--- src/rtl/sp_ram_pkg.sv ---
// Shared types for the single-port RAM arbiter.
// Holds the arbiter FSM state enum, the requester port-id type and the
// byte-offset width of a 32-bit word address.
package sp_ram_pkg;

    typedef enum logic {
        ST_INIT = 1'b0,
        ST_RUN  = 1'b1
    } state_e;

    typedef logic port_id_t;

    localparam port_id_t PORT0 = 1'b0;
    localparam port_id_t PORT1 = 1'b1;

    localparam int WORD_OFFSET_W = 2;

endpackage

--- src/rtl/rr_arb2.sv ---
// Two-input round-robin arbiter with a combinational grant.
// Ports:
//   clk, rstn_i   - clock, asynchronous active-low reset
//   en_i          - arbitration enabled (no grant when low)
//   req_i[1:0]    - request per port
//   gnt_o[1:0]    - one-hot grant, same cycle as the request
//   gnt_id_o      - index of the winning port
//   gnt_valid_o   - a grant is issued this cycle
// The last-grant pointer resets to port 1 so port 0 wins the first tie.
module rr_arb2
    import sp_ram_pkg::*;
(
    input  logic       clk,
    input  logic       rstn_i,
    input  logic       en_i,
    input  logic [1:0] req_i,
    output logic [1:0] gnt_o,
    output port_id_t   gnt_id_o,
    output logic       gnt_valid_o
);

    port_id_t last_r;
    port_id_t win_s;

    // Pick the winner: on a tie the port not granted most recently wins.
    always_comb begin
        win_s       = PORT0;
        gnt_o       = 2'b00;
        gnt_valid_o = en_i && (req_i != 2'b00);
        if (req_i == 2'b11) begin
            win_s = (last_r == PORT1) ? PORT0 : PORT1;
        end else if (req_i == 2'b10) begin
            win_s = PORT1;
        end else begin
            win_s = PORT0;
        end
        if (gnt_valid_o) begin
            gnt_o[win_s] = 1'b1;
        end else begin
            gnt_o = 2'b00;
        end
        gnt_id_o = win_s;
    end

    // Last-grant pointer, moves only on a granted cycle.
    always_ff @(posedge clk or negedge rstn_i) begin
        if (!rstn_i) begin
            last_r <= PORT1;
        end else if (gnt_valid_o) begin
            last_r <= win_s;
        end else begin
            last_r <= last_r;
        end
    end

endmodule

--- src/rtl/sp_ram_arbiter.sv ---
// Two-port front end for a single-port RAM with 1-cycle read latency.
// After reset (INIT_EN=1) the RAM is zero-filled one word per cycle; then
// port 0 (core LSU) and port 1 (debug/AXI) share it under round-robin.
// Ports:
//   clk, rstn_i                 - clock, asynchronous active-low reset
//   pN_req_i/_gnt_o/_rvalid_o   - request, same-cycle grant, response strobe
//   pN_addr_i/_we_i/_be_i/_wdata_i - access attributes of port N
//   pN_rdata_o                  - read data, zero unless a read response
//   ram_*                       - single-port RAM interface
//   init_done_o                 - RAM available to requesters
module sp_ram_arbiter
    import sp_ram_pkg::*;
#(
    parameter int RAM_SIZE   = 32768,
    parameter int ADDR_WIDTH = $clog2(RAM_SIZE),
    parameter int DATA_WIDTH = 32,
    parameter int INIT_EN    = 1
) (
    input  logic                    clk,
    input  logic                    rstn_i,
    input  logic                    p0_req_i,
    output logic                    p0_gnt_o,
    output logic                    p0_rvalid_o,
    input  logic [ADDR_WIDTH-1:0]   p0_addr_i,
    input  logic                    p0_we_i,
    input  logic [DATA_WIDTH/8-1:0] p0_be_i,
    input  logic [DATA_WIDTH-1:0]   p0_wdata_i,
    output logic [DATA_WIDTH-1:0]   p0_rdata_o,
    input  logic                    p1_req_i,
    output logic                    p1_gnt_o,
    output logic                    p1_rvalid_o,
    input  logic [ADDR_WIDTH-1:0]   p1_addr_i,
    input  logic                    p1_we_i,
    input  logic [DATA_WIDTH/8-1:0] p1_be_i,
    input  logic [DATA_WIDTH-1:0]   p1_wdata_i,
    output logic [DATA_WIDTH-1:0]   p1_rdata_o,
    output logic                    ram_en_o,
    output logic                    ram_we_o,
    output logic [ADDR_WIDTH-1:0]   ram_addr_o,
    output logic [DATA_WIDTH/8-1:0] ram_be_o,
    output logic [DATA_WIDTH-1:0]   ram_wdata_o,
    input  logic [DATA_WIDTH-1:0]   ram_rdata_i,
    output logic                    init_done_o
);

    localparam int BW = DATA_WIDTH / 8;
    localparam int CW = ADDR_WIDTH - WORD_OFFSET_W;
    localparam logic [CW-1:0] CNT_LAST = CW'((RAM_SIZE / 4) - 1);
    localparam logic [ADDR_WIDTH-1:0] WORD_MASK = {{CW{1'b1}}, {WORD_OFFSET_W{1'b0}}};
    localparam state_e RESET_STATE = (INIT_EN != 0) ? ST_INIT : ST_RUN;

    state_e          state_r, state_nxt_s;
    logic [CW-1:0]   cnt_r, cnt_nxt_s;
    logic            fill_s, run_s;
    logic [1:0]      gnt_s;
    port_id_t        gnt_id_s;
    logic            gnt_valid_s;
    logic [ADDR_WIDTH-1:0] sel_addr_s;
    logic            rvalid_r, rwe_r;
    port_id_t        rid_r;

    // Outputs are gated by rstn_i so nothing is driven while reset is held.
    assign fill_s      = (state_r == ST_INIT) && rstn_i;
    assign run_s       = (state_r == ST_RUN) && rstn_i;
    assign init_done_o = (state_r == ST_RUN);

    rr_arb2 u_rr_arb2 (
        .clk         (clk),
        .rstn_i      (rstn_i),
        .en_i        (run_s),
        .req_i       ({p1_req_i, p0_req_i}),
        .gnt_o       (gnt_s),
        .gnt_id_o    (gnt_id_s),
        .gnt_valid_o (gnt_valid_s)
    );

    assign p0_gnt_o = gnt_s[0];
    assign p1_gnt_o = gnt_s[1];

    // Next-state logic: walk the fill counter, then settle in RUN.
    always_comb begin
        state_nxt_s = state_r;
        cnt_nxt_s   = cnt_r;
        case (state_r)
            ST_INIT: begin
                if (cnt_r == CNT_LAST) begin
                    state_nxt_s = ST_RUN;
                    cnt_nxt_s   = {CW{1'b0}};
                end else begin
                    cnt_nxt_s = cnt_r + CW'(1);
                end
            end
            ST_RUN: begin
                state_nxt_s = ST_RUN;
            end
            default: begin
                state_nxt_s = RESET_STATE;
                cnt_nxt_s   = {CW{1'b0}};
            end
        endcase
    end

    // FSM state and fill counter registers.
    always_ff @(posedge clk or negedge rstn_i) begin
        if (!rstn_i) begin
            state_r <= RESET_STATE;
            cnt_r   <= {CW{1'b0}};
        end else begin
            state_r <= state_nxt_s;
            cnt_r   <= cnt_nxt_s;
        end
    end

    // RAM request mux: fill writes during INIT, the winner's access in RUN.
    always_comb begin
        ram_en_o    = 1'b0;
        ram_we_o    = 1'b0;
        sel_addr_s  = {ADDR_WIDTH{1'b0}};
        ram_be_o    = {BW{1'b0}};
        ram_wdata_o = {DATA_WIDTH{1'b0}};
        if (fill_s) begin
            ram_en_o   = 1'b1;
            ram_we_o   = 1'b1;
            sel_addr_s = {cnt_r, {WORD_OFFSET_W{1'b0}}};
            ram_be_o   = {BW{1'b1}};
        end else if (gnt_valid_s) begin
            ram_en_o = 1'b1;
            if (gnt_id_s == PORT1) begin
                ram_we_o    = p1_we_i;
                sel_addr_s  = p1_addr_i;
                ram_be_o    = p1_be_i;
                ram_wdata_o = p1_wdata_i;
            end else begin
                ram_we_o    = p0_we_i;
                sel_addr_s  = p0_addr_i;
                ram_be_o    = p0_be_i;
                ram_wdata_o = p0_wdata_i;
            end
        end else begin
            ram_en_o = 1'b0;
            ram_we_o = 1'b0;
        end
    end

    // Word-align: the RAM only ever sees whole-word addresses.
    assign ram_addr_o = sel_addr_s & WORD_MASK;

    // Response tracking: remember who was granted and whether it was a read.
    always_ff @(posedge clk or negedge rstn_i) begin
        if (!rstn_i) begin
            rvalid_r <= 1'b0;
            rid_r    <= PORT0;
            rwe_r    <= 1'b0;
        end else begin
            rvalid_r <= gnt_valid_s;
            rid_r    <= gnt_id_s;
            rwe_r    <= gnt_valid_s && ram_we_o;
        end
    end

    assign p0_rvalid_o = rvalid_r && (rid_r == PORT0);
    assign p1_rvalid_o = rvalid_r && (rid_r == PORT1);
    assign p0_rdata_o  = (p0_rvalid_o && !rwe_r) ? ram_rdata_i : {DATA_WIDTH{1'b0}};
    assign p1_rdata_o  = (p1_rvalid_o && !rwe_r) ? ram_rdata_i : {DATA_WIDTH{1'b0}};

endmodule

--- config.mk ---
export PLATFORM = sky130hd
export DESIGN_NAME = sp_ram_arbiter
export DESIGN_NICKNAME = d
export VERILOG_FILES = /design/src/rtl/sp_ram_pkg.sv /design/src/rtl/rr_arb2.sv /design/src/rtl/sp_ram_arbiter.sv
export SDC_FILE = /design/constraint.sdc
export NUM_CORES = 1
export LEC_CHECK = 0
export CORE_AREA = 2 2 101 103
export DETAILED_ROUTE_END_ITERATION = 12
export DIE_AREA = 0 0 103 105
export PLACE_DENSITY = 0.7
export SYNTH_ARGS = -nofsm -noshare
export SYNTH_HDL_FRONTEND = slang
export SYNTH_SLANG_ARGS = --single-unit
--- constraint.sdc ---
create_clock -name clk -period 2 [get_ports clk]
set_clock_uncertainty 0.2 [all_clocks]
set_input_delay 0.4 -clock clk [delete_from_list [all_inputs] [get_ports clk]]
set_output_delay 0.4 -clock clk [all_outputs]
set_load 0.1 [all_outputs]
# Word level (Yosys, flattened, before mapping)
# Cells that the tools add are included.
# word_totals
regBits	18
inputBits	140
out_inout_bits	122
wordCells	50
# op_classes
addsub	1
magnitude_cmp	2
eq_ne	3
mux	25
bitwise	2
n_reduce_logical	11
# ops
op	n
32-bit two-way mux	5
15-bit two-way mux	3
13-bit by 1-bit adder with 13-bit output, second input constant	1
13-bit == test, second input constant	1
13-bit two-way mux	1
4-bit two-way mux	3
1-bit two-way mux	10
1-bit logical AND	9
2-bit == test, second input constant	2
1-bit by 2-bit < comparator with 1-bit output, second input constant	1
2-bit two-way mux	1
1-bit inverter	2
1-bit case mux with 2 select lines	1
2-bit nonzero test	1
1-bit demux with 1-bit select	1
1-bit >= comparator, second input constant	1
1-bit logical NOT	1

# Depth between registers and ports, before layout
# Gate-level depths: netlist (run 1).
# logic_depth
ltp_word	8
mapped_depth	6
mapped_depth_nobuf	5

# Modules after synthesis
# A second synthesis (run 1) with hierarchy kept.
# hier_totals
cells_unflattened	287
hier_area_um2	2160.8
# by_module_without_submodules
mod	instances	cells_per_inst	area_each_um2	seq_area_each_um2
sp_ram_arbiter	1	278	2085.8	425.4
rr_arb2	1	9	75.1	26.3

# Worst setup path before layout (run 1)
# No wires, ideal clock.
# synth_path
kind	register to output
start	register state_r (netlist: init_done_o)
end	output ram_addr_o[13]
arrival_time_ps	3701
t_required_ps	1400
setup_slack_ps	-2301
path_stages_with_launch	4
n_path_buf	1
cell_sequence	dfrtp_1 > o211ai_2 > clkbuf_1 > o21ai_0
# synth_between
elab_chain_len	4
elab_cells_between_ends	6
classes_between	mux: 2; bitwise: 1; reduce/logical: 3
# synth_lines
item	line	rtl
start: declaration	sp_ram_arbiter.sv:52	state_e state_r, state_nxt_s;
start signal: assignment	sp_ram_arbiter.sv:109	state_r <= state_nxt_s;
1-bit logical AND	sp_ram_arbiter.sv:64	assign run_s = (state_r == ST_RUN) && rstn_i;
1-bit logical AND	rr_arb2.sv:29	gnt_valid_o = en_i && (req_i != 2'b00);
15-bit two-way mux	sp_ram_arbiter.sv:126	end else if (gnt_valid_s) begin
15-bit two-way mux *	sp_ram_arbiter.sv:121	if (fill_s) begin
end: declaration	sp_ram_arbiter.sv:39	output logic [ADDR_WIDTH-1:0] ram_addr_o,
# Every way passes the cells marked *; elsewhere a longest branch is shown, timed or not.

# Worst setup path after layout (run 1)
# layout_path
start	register u_rr_arb2.last_r
end	output ram_addr_o[10]
# layout_between
elab_chain_len	5
# layout_lines
item	line	rtl
start: declaration	rr_arb2.sv:22	port_id_t last_r;
start signal: assignment	rr_arb2.sv:50	last_r <= win_s;
start signal: assignment	rr_arb2.sv:52	last_r <= last_r;
1-bit two-way mux	rr_arb2.sv:31	win_s = (last_r == PORT1) ? PORT0 : PORT1;
1-bit two-way mux	rr_arb2.sv:30	if (req_i == 2'b11) begin
15-bit two-way mux	sp_ram_arbiter.sv:128	if (gnt_id_s == PORT1) begin
15-bit two-way mux	sp_ram_arbiter.sv:126	
15-bit two-way mux	sp_ram_arbiter.sv:121	
# Every way passes these cells.

==> key figures, run 1 <==
Timing
  • Final worst-path cycle share: 1.25
  • Final setup viols: 117
  • RSZ-0062 raised after global routing: yes
  • Fin crit period: 2510 ps
  • Setup TNS: -31370 ps
  • Max Freq: 399 MHz
  • Final Max Slew Viols: 0
  • Hold Vio Cnt, Final: 0
  • Final setup margin: -506 ps

Logic synthesis
  • Number of synthesized flops with an enable pin: 0
  • FF+latch count, synth: 18
  • Top post-synthesis cells by area: dfrtp_1 20%, and2_1 19%, nand2_1 15%
  • Asr flop ratio synth: 1.00
  • Area leader, netlist: dfrtp_1
  • Synth Flop Type: dfrtp_1
  • Seq/Total Area, Yosys: 0.210
  • Most common cell in the netlist: nand2_1
  • Synth top cells by count: 87 x nand2_1, 66 x and2_1, 33 x a21oi_1
  • Cell Area, Synth: 2150 µm²
  • Post-Syn Instances: 319
  • Synthesized area per cell: 6.73 µm²
  • Synth warn: 0
  • Yosys cell types: 39
  • Post-synth top area share: 0.198

CTS
  • CTS Root Cell: clkbuf_8
  • Sink Count: 18
  • Num CTS Buffers: 3
  • Clk buf depth: 2
  • Clock insertion delay at the later pin of the skew report: 250 ps
  • Max H-tree Level: 1
  • Worst-path clk slew: 70 ps
  • CTS tree: yes

Global routing
  • GR peak layer: met2
  • GRT Total Usage: 0.282
  • Largest net degree at the start of global routing: 15
  • Grt met2 use: 0.537
  • Total grt overflow: 0
  • Vias in the first global route: 3947
  • Met1 global-route usage: 0.290
  • GR Util met3: 0.0562
  • First-pass GRT wire length: 23100 µm
  • Initial antenna violation count: 2

Layout
  • Area grow syn2layout: 268%
  • Non-Filler Instances: 749
  • Core Util, Final: 0.820
  • Nets@finish: 756
  • Share of post-route cells with drive strength above 1: 0.594

Placement
  • GP Congestion: 0.904
  • Detailed placement HPWL: 10800 µm
  • Dpl cells: 716
  • PortBufs: 255

Outcome
  • Outcome: finished with violations
  • Failing checks: negative setup slack

Setup path
  • Crit. End Element: output port
  • Critical Path Start Type: register
  • Crit path kind: register to output port
  • Worst Path Arrival: 1910 ps
  • WP data required: 1400 ps
  • Critical Path Fanout Max: 10
  • Crit path cell chain: a21bo_4 > buf_12 > mux2i_2 > o22ai_4 > buf_12
  • Biggest cell delay along the critical path: 560 ps
  • Crit path top cell by count: buf_12
  • Critical path's slowest cell: dfstp_2

Die
  • Core box area: 9640 µm²
  • Num ports: 262
  • DIE AREA: 10800 µm²
  • Rows: 36
  • Starting Density: 0.223
  • Die width: 103 µm
  • Die Ht: 105 µm

Routing
  • DRC Markers: 0
  • Post-Route WL: 16000 µm
  • Antenna Nets Post-Route: 0
  • Routed vias: 3588
  • Drt pass-1 iters: 4
  • Iter 0 DRT Violations: 160
  • Via density per instance: 4.79
  • Routed len/inst: 21.3 µm

Power
  • Peak supply drop: 0.000206 V
  • Total power divided by cell area: 186 nW/µm²
  • Static Leak: 3.10 nW

Min path
  • HP Class: primary input to async pin

Job
  • Max_cap viols: 0
[power breakdown]
| group | internal, W | leakage (nW) | total (W) | switching [W] |
|---|---|---|---|---|
| clock | 0.000175 | 0.0288 | 0.000297 | 0.000122 |
| sequential | 0.000365 | 0.229 | 0.000366 | 0.00000106 |
| combinational | 0.000437 | 2.84 | 0.000807 | 0.000370 |
[critical path: cells and delay by family (launching register included)]
family / cells / cell delay (ps)
muxes: 1 / 360
buffers and inverters: 2 / 370
AOI/OAI and AO/OA: 2 / 350
DFF: 1 / 560
[state kept, by name, indices dropped and copies added (netlist names)]
signal            count
cnt_r                13
init_done_o           1
rid_r                 1
rvalid_r              1
rwe_r                 1
u_rr_arb2.last_r      1
[placed cells by master (no fill, tap or decap), types with 13 or more instances in the layout]
| master | instances |
|---|---|
| nand2_1 | 54 |
| clkdlybuf4s50_1 | 132 |
| and2_4 | 64 |
| nand2_2 | 26 |
| buf_6 | 13 |
| dfrtp_1 | 16 |
| o21ai_4 | 15 |
| a21oi_4 | 32 |
| buf_4 | 21 |
| mux2i_4 | 13 |
| buf_12 | 136 |
[area by class of cell]
class / count / area [µm²]
Tap cell: 133 / 166
Clock buffer: 4 / 55.1
Sequential cell: 18 / 455
Inverter: 4 / 20.0
Fill cell: 499 / 1730
Timing Repair Buffer: 314 / 4560
Antenna cell: 2 / 5.00
Multi-Input combinational cell: 274 / 2650
[per-stage QoR]
step                cell area [µm²]  worst slack (ps)  total power (W)  hold WS [ps]
global placement               7060              -507         0.000992           313
floorplan                      2930              -297         0.000632         -95.6
global route                   7910              -547          0.00152           171
CTS                            7880              -426          0.00142           187
finish                         7910              -506          0.00147           137
detailed placement             7060              -535          0.00100           315
[logic make-up (layout without fill, tap and decap cells)]
logic type,after synthesis,in the layout,share of synthesized area
other,1,4,0.00175
flip-flops,18,18,0.210
XOR/XNOR,9,9,0.0367
AND/OR/NAND/NOR,187,187,0.450
adder cells (fa/ha/maj),1,1,0.00583
buffers and inverters,28,322,0.0676
AO/OA/AOI/OAI,58,58,0.148
multiplexers,17,17,0.0793
[metal layers]
layer  part of all wire  vias to the layer above
met5                  0                        -
met4              0.045                        0
met3              0.070                       45
met2               0.56                      183
met1               0.33                     1720
li1                   -                     1640
[path summary, 6_finish.rpt]
kind                                   from          endpoint  slack [ps]  depth (start not counted)
max reg2reg                        cnt_r[0]         cnt_r[10]         100                          5
min                                  rstn_i          rvalid_r         140                          2
min reg2reg                u_rr_arb2.last_r  u_rr_arb2.last_r         340                          1
min in group clk           u_rr_arb2.last_r  u_rr_arb2.last_r         340                          1
max in group asynchronous            rstn_i       init_done_o        1240                          2
max                        u_rr_arb2.last_r    ram_addr_o[10]        -510                          5
[what timing repair did]
| item | in CTS | in global routing |
|---|---|---|
| hold buffers | 0 | 0 |
| gates resized for setup | 123 | 29 |
| buffers inserted | 18 | 8 |
| pin swaps | 62 | 16 |
| endpoints found under the setup margin | 117 | 120 |
| gates cloned | 9 | 1 |
Power figures use the tool's default switching activity.
==> run 2, diff against run 1 <==
--- a/config.mk
+++ b/config.mk
@@ -5,10 +5,11 @@
 export SDC_FILE = /design/constraint.sdc
 export NUM_CORES = 1
 export LEC_CHECK = 0
-export CORE_AREA = 2 2 101 103
+export ABC_AREA = 1
+export CORE_AREA = 2 2 103 105
 export DETAILED_ROUTE_END_ITERATION = 12
-export DIE_AREA = 0 0 103 105
-export PLACE_DENSITY = 0.7
+export DIE_AREA = 0 0 105 107
+export PLACE_DENSITY = 0.67
 export SYNTH_ARGS = -nofsm -noshare
 export SYNTH_HDL_FRONTEND = slang
 export SYNTH_SLANG_ARGS = --single-unit
==> run 2 against run 1 <==
The flow still finishes with violations (negative setup slack). Sequential power increased by 1%. Largest cell class unchanged. Sequential cell count unchanged. Synthesized cell count increased by 32%. Critical endpoint is now ram_addr_o[7]. Highest routed layer unchanged. Maximum frequency increased by 0.67%. Clock-buffer cell count unchanged. Worst setup slack improved by 17 ps. Final area increased by 11%. Via count increased by 8.7%. Non-clock buffer count decreased by 4.
==> key figures, run 2 <==
Outcome
  • Outcome: finished with violations
  • Failing checks: negative setup slack

Setup path
  • Crit path kind: register to output port
  • Critical Path Fanout Max: 4 (-6)
  • Critical Path Start Type: register
  • WP data required: 1400 ps (about the same)
  • Crit. End Element: output port
  • FF-to-FF path depth: 8 (+3)
  • Worst Path Arrival: 1890 ps (-20 ps)

Placement
  • PortBufs: 255 (unchanged)
  • GP Congestion: 0.893 (-1.1%)
  • Worst slack at placement: -779 ps (-243 ps)
  • Detailed placement HPWL: 11000 µm (+1.4%)

Logic synthesis
  • FF+latch count, synth: 18 (unchanged)
  • Number of synthesized flops with an enable pin: 0 (unchanged)
  • Synthesized area per cell: 5.02 µm² (-25%)
  • Top post-synthesis cells by area: nand2_1 35%, dfrtp_1 20%, nor2_1 16%
  • Synth top cells by count: 194 x nand2_1, 90 x nor2_1, 54 x inv_1
  • Seq/Total Area, Yosys: 0.214 (+0.00374)
  • Most common cell in the netlist: nand2_1
  • Synth Flop Type: dfrtp_1
  • Area leader, netlist: nand2_1
  • Post-synth top area share: 0.345 (+0.147)
  • Yosys cell types: 18 (-54%)
  • Cell Area, Synth: 2110 µm² (-1.7%)
  • Synth warn: 0 (unchanged)
  • Post-Syn Instances: 420 (+32%)
  • Asr flop ratio synth: 1.00 (unchanged)

Layout
  • Top reg by flops: cnt_r
  • Area grow syn2layout: 317%
  • Commonest cells after routing, fill and taps aside: 132 x clkdlybuf4s50_1, 128 x buf_12, 69 x nand2_1
  • Nets@finish: 857 (+13%)
  • Most common cell after layout, fill and taps aside: clkdlybuf4s50_1
  • Number of flip-flops under the largest register name: 13 (unchanged)
  • Total inserted antenna cells: 0 (-2)
  • Reg area: 455 µm² (unchanged)
  • Multi-input gate area: 3310 µm² (+25%)
  • Fillers: 486 (-2.6%)
  • Share of post-route cells with drive strength above 1: 0.565 (-0.0294)

Timing
  • RSZ-0062 raised after global routing: yes
  • Final setup margin: -489 ps (+16.7 ps)
  • Max Freq: 402 MHz (+0.67%)
  • Fin crit period: 2490 ps (-16.7 ps)
  • Final setup viols: 117 (unchanged)
  • Final Max Slew Viols: 0 (unchanged)
  • Hold Vio Cnt, Final: 0 (unchanged)
  • Final worst-path cycle share: 1.24 (-0.00834)
  • Hold Slack: 26.9 ps (-110 ps)

Global routing
  • GRT Total Usage: 0.253 (-0.0293)
  • First-pass GRT wire length: 22500 µm (-2.5%)
  • Total grt overflow: 0 (unchanged)
  • Initial antenna violation count: 1 (-1)
  • Vias in the first global route: 4179 (+5.9%)
  • Largest net degree at the start of global routing: 19 (+4)

CTS
  • CTS Root Cell: clkbuf_8
  • Num CTS Buffers: 3 (unchanged)
  • Clock insertion delay at the later pin of the skew report: 260 ps (about the same)
  • Sink Count: 18 (unchanged)
  • Worst-path clk slew: 70 ps (about the same)
  • Clk buf depth: 2 (unchanged)
  • Max H-tree Level: 1 (unchanged)
  • CTS tree: yes

Routing
  • Antenna Nets Post-Route: 0 (unchanged)
  • Post-Route WL: 15500 µm (-3.2%)
  • Iter 0 DRT Violations: 143 (-11%)
  • Routed len/inst: 18.2 µm (-15%)
  • Routed vias: 3901 (+8.7%)
  • Drt pass-1 iters: 4 (unchanged)
  • Via density per instance: 4.58 (-4.3%)
  • DRC Markers: 0 (unchanged)

Die
  • Rows: 37 (+2.8%)
  • Starting Density: 0.209 (-0.0137)
  • Num ports: 262 (unchanged)
  • Die width: 105 µm (+1.9%)
  • DIE AREA: 11200 µm² (+3.9%)
  • Core box area: 10100 µm² (+4.7%)
  • Die Ht: 107 µm (+1.9%)

Power
  • Static Leak: 3.85 nW (+24%)
  • Peak supply drop: 0.000319 V (+55%)
  • Total power divided by cell area: 144 nW/µm² (-22%)

Job
  • Max_cap viols: 0 (unchanged)

Min path
  • HP Class: primary input to async pin
-- run 2: cell types whose count changed after synthesis, moves of 3 or more --
cell and delta:
nand2b_1 -3, inv_1 +51, nor2_1 +82, clkbuf_1 -7, mux2i_1 -17, xnor2_1 -6, o21ai_0 -15, buf_4 +6
and2_1 -66, a21oi_1 -29, nand3_1 +22, nand2_1 +107
-- run 2: where the power goes --
part | switching [W] | internal (W) | total [W] | leakage [nW]
logic | 0.000289 | 0.000302 | 0.000591 | 3.59
clock network | 0.000134 | 0.000175 | 0.000309 | 0.0288
registers | 0.00000253 | 0.000368 | 0.000370 | 0.230
total | 0.000426 | 0.000845 | 0.00127 | 3.85
-- run 2: cells by family (layout without fill, tap and decap cells) --
kind of cell	after synthesis	in the layout	synth area share
AO/OA/AOI/OAI	4	4	0.00949
AND/OR/NAND/NOR	316	316	0.595
buffers and inverters	76	370	0.157
adder cells (fa/ha/maj)	1	1	0.00593
other	1	2	0.00178
flip-flops	18	18	0.214
XOR/XNOR	4	4	0.0166
-- run 2: worst paths after layout --
path	slack, ps	to	start
worst min register to register	350	u_rr_arb2.last_r	u_rr_arb2.last_r
max in group asynchronous	1310	u_rr_arb2.last_r	rstn_i
worst min-delay path	30	cnt_r[5]	rstn_i
worst max register to register	100	cnt_r[12]	cnt_r[0]
worst max-delay path	-490	ram_addr_o[7]	init_done_o
min in group clk	350	u_rr_arb2.last_r	u_rr_arb2.last_r
-- run 2: timing repair --
| action | CTS | global route |
|---|---|---|
| resized for setup | 80 | 44 |
| gates cloned | 11 | 2 |
| hold buffers | 0 | 0 |
| setup endpoints to repair | 117 | 117 |
| pin swaps | 11 | 19 |
| setup buffers | 10 | 4 |
-- run 2: layout make-up --
cell class              instances  area share
well taps                     136      0.0193
inverters                      56      0.0251
repair buffers                310       0.521
multi-input cells             327       0.376
clock buffers                   4     0.00625
flip-flops and latches         18      0.0517
-- run 2: critical path: stages (launching register included) --
cell       delay (ps)
dfrtp_4           430
inv_4              40
nor3_4            230
inv_4              90
nor2_4            180
buf_8             170
clkbuf_16         170
nand2_4            50
nand3_4            80
buf_12            170
-- run 2: layer usage --
metal  global-route usage  part of all wire  up-vias
li1                     -                 -     1830
met1                0.260              0.32     1821
met2                0.506              0.57      205
met3               0.0565             0.066       45
met4               0.0752             0.040        0
met5                    0                 0        -
-- run 2: through the flow --
stage / utilization / setup TNS [ps] / instance area (µm²) / power (W) / std cells
2_1_floorplan: - / -39160 / 3860 / 0.000559 / 421
3_3_place_gp: 0.778 / -35950 / 7850 / 0.000915 / 823
3_5_place_dp: 0.778 / -38070 / 7850 / 0.000924 / 823
4_1_cts: 0.846 / -24830 / 8540 / 0.00124 / 846
5_1_grt: 0.873 / -34030 / 8810 / 0.00131 / 851
6_report: 0.873 / -26930 / 8810 / 0.00127 / 851
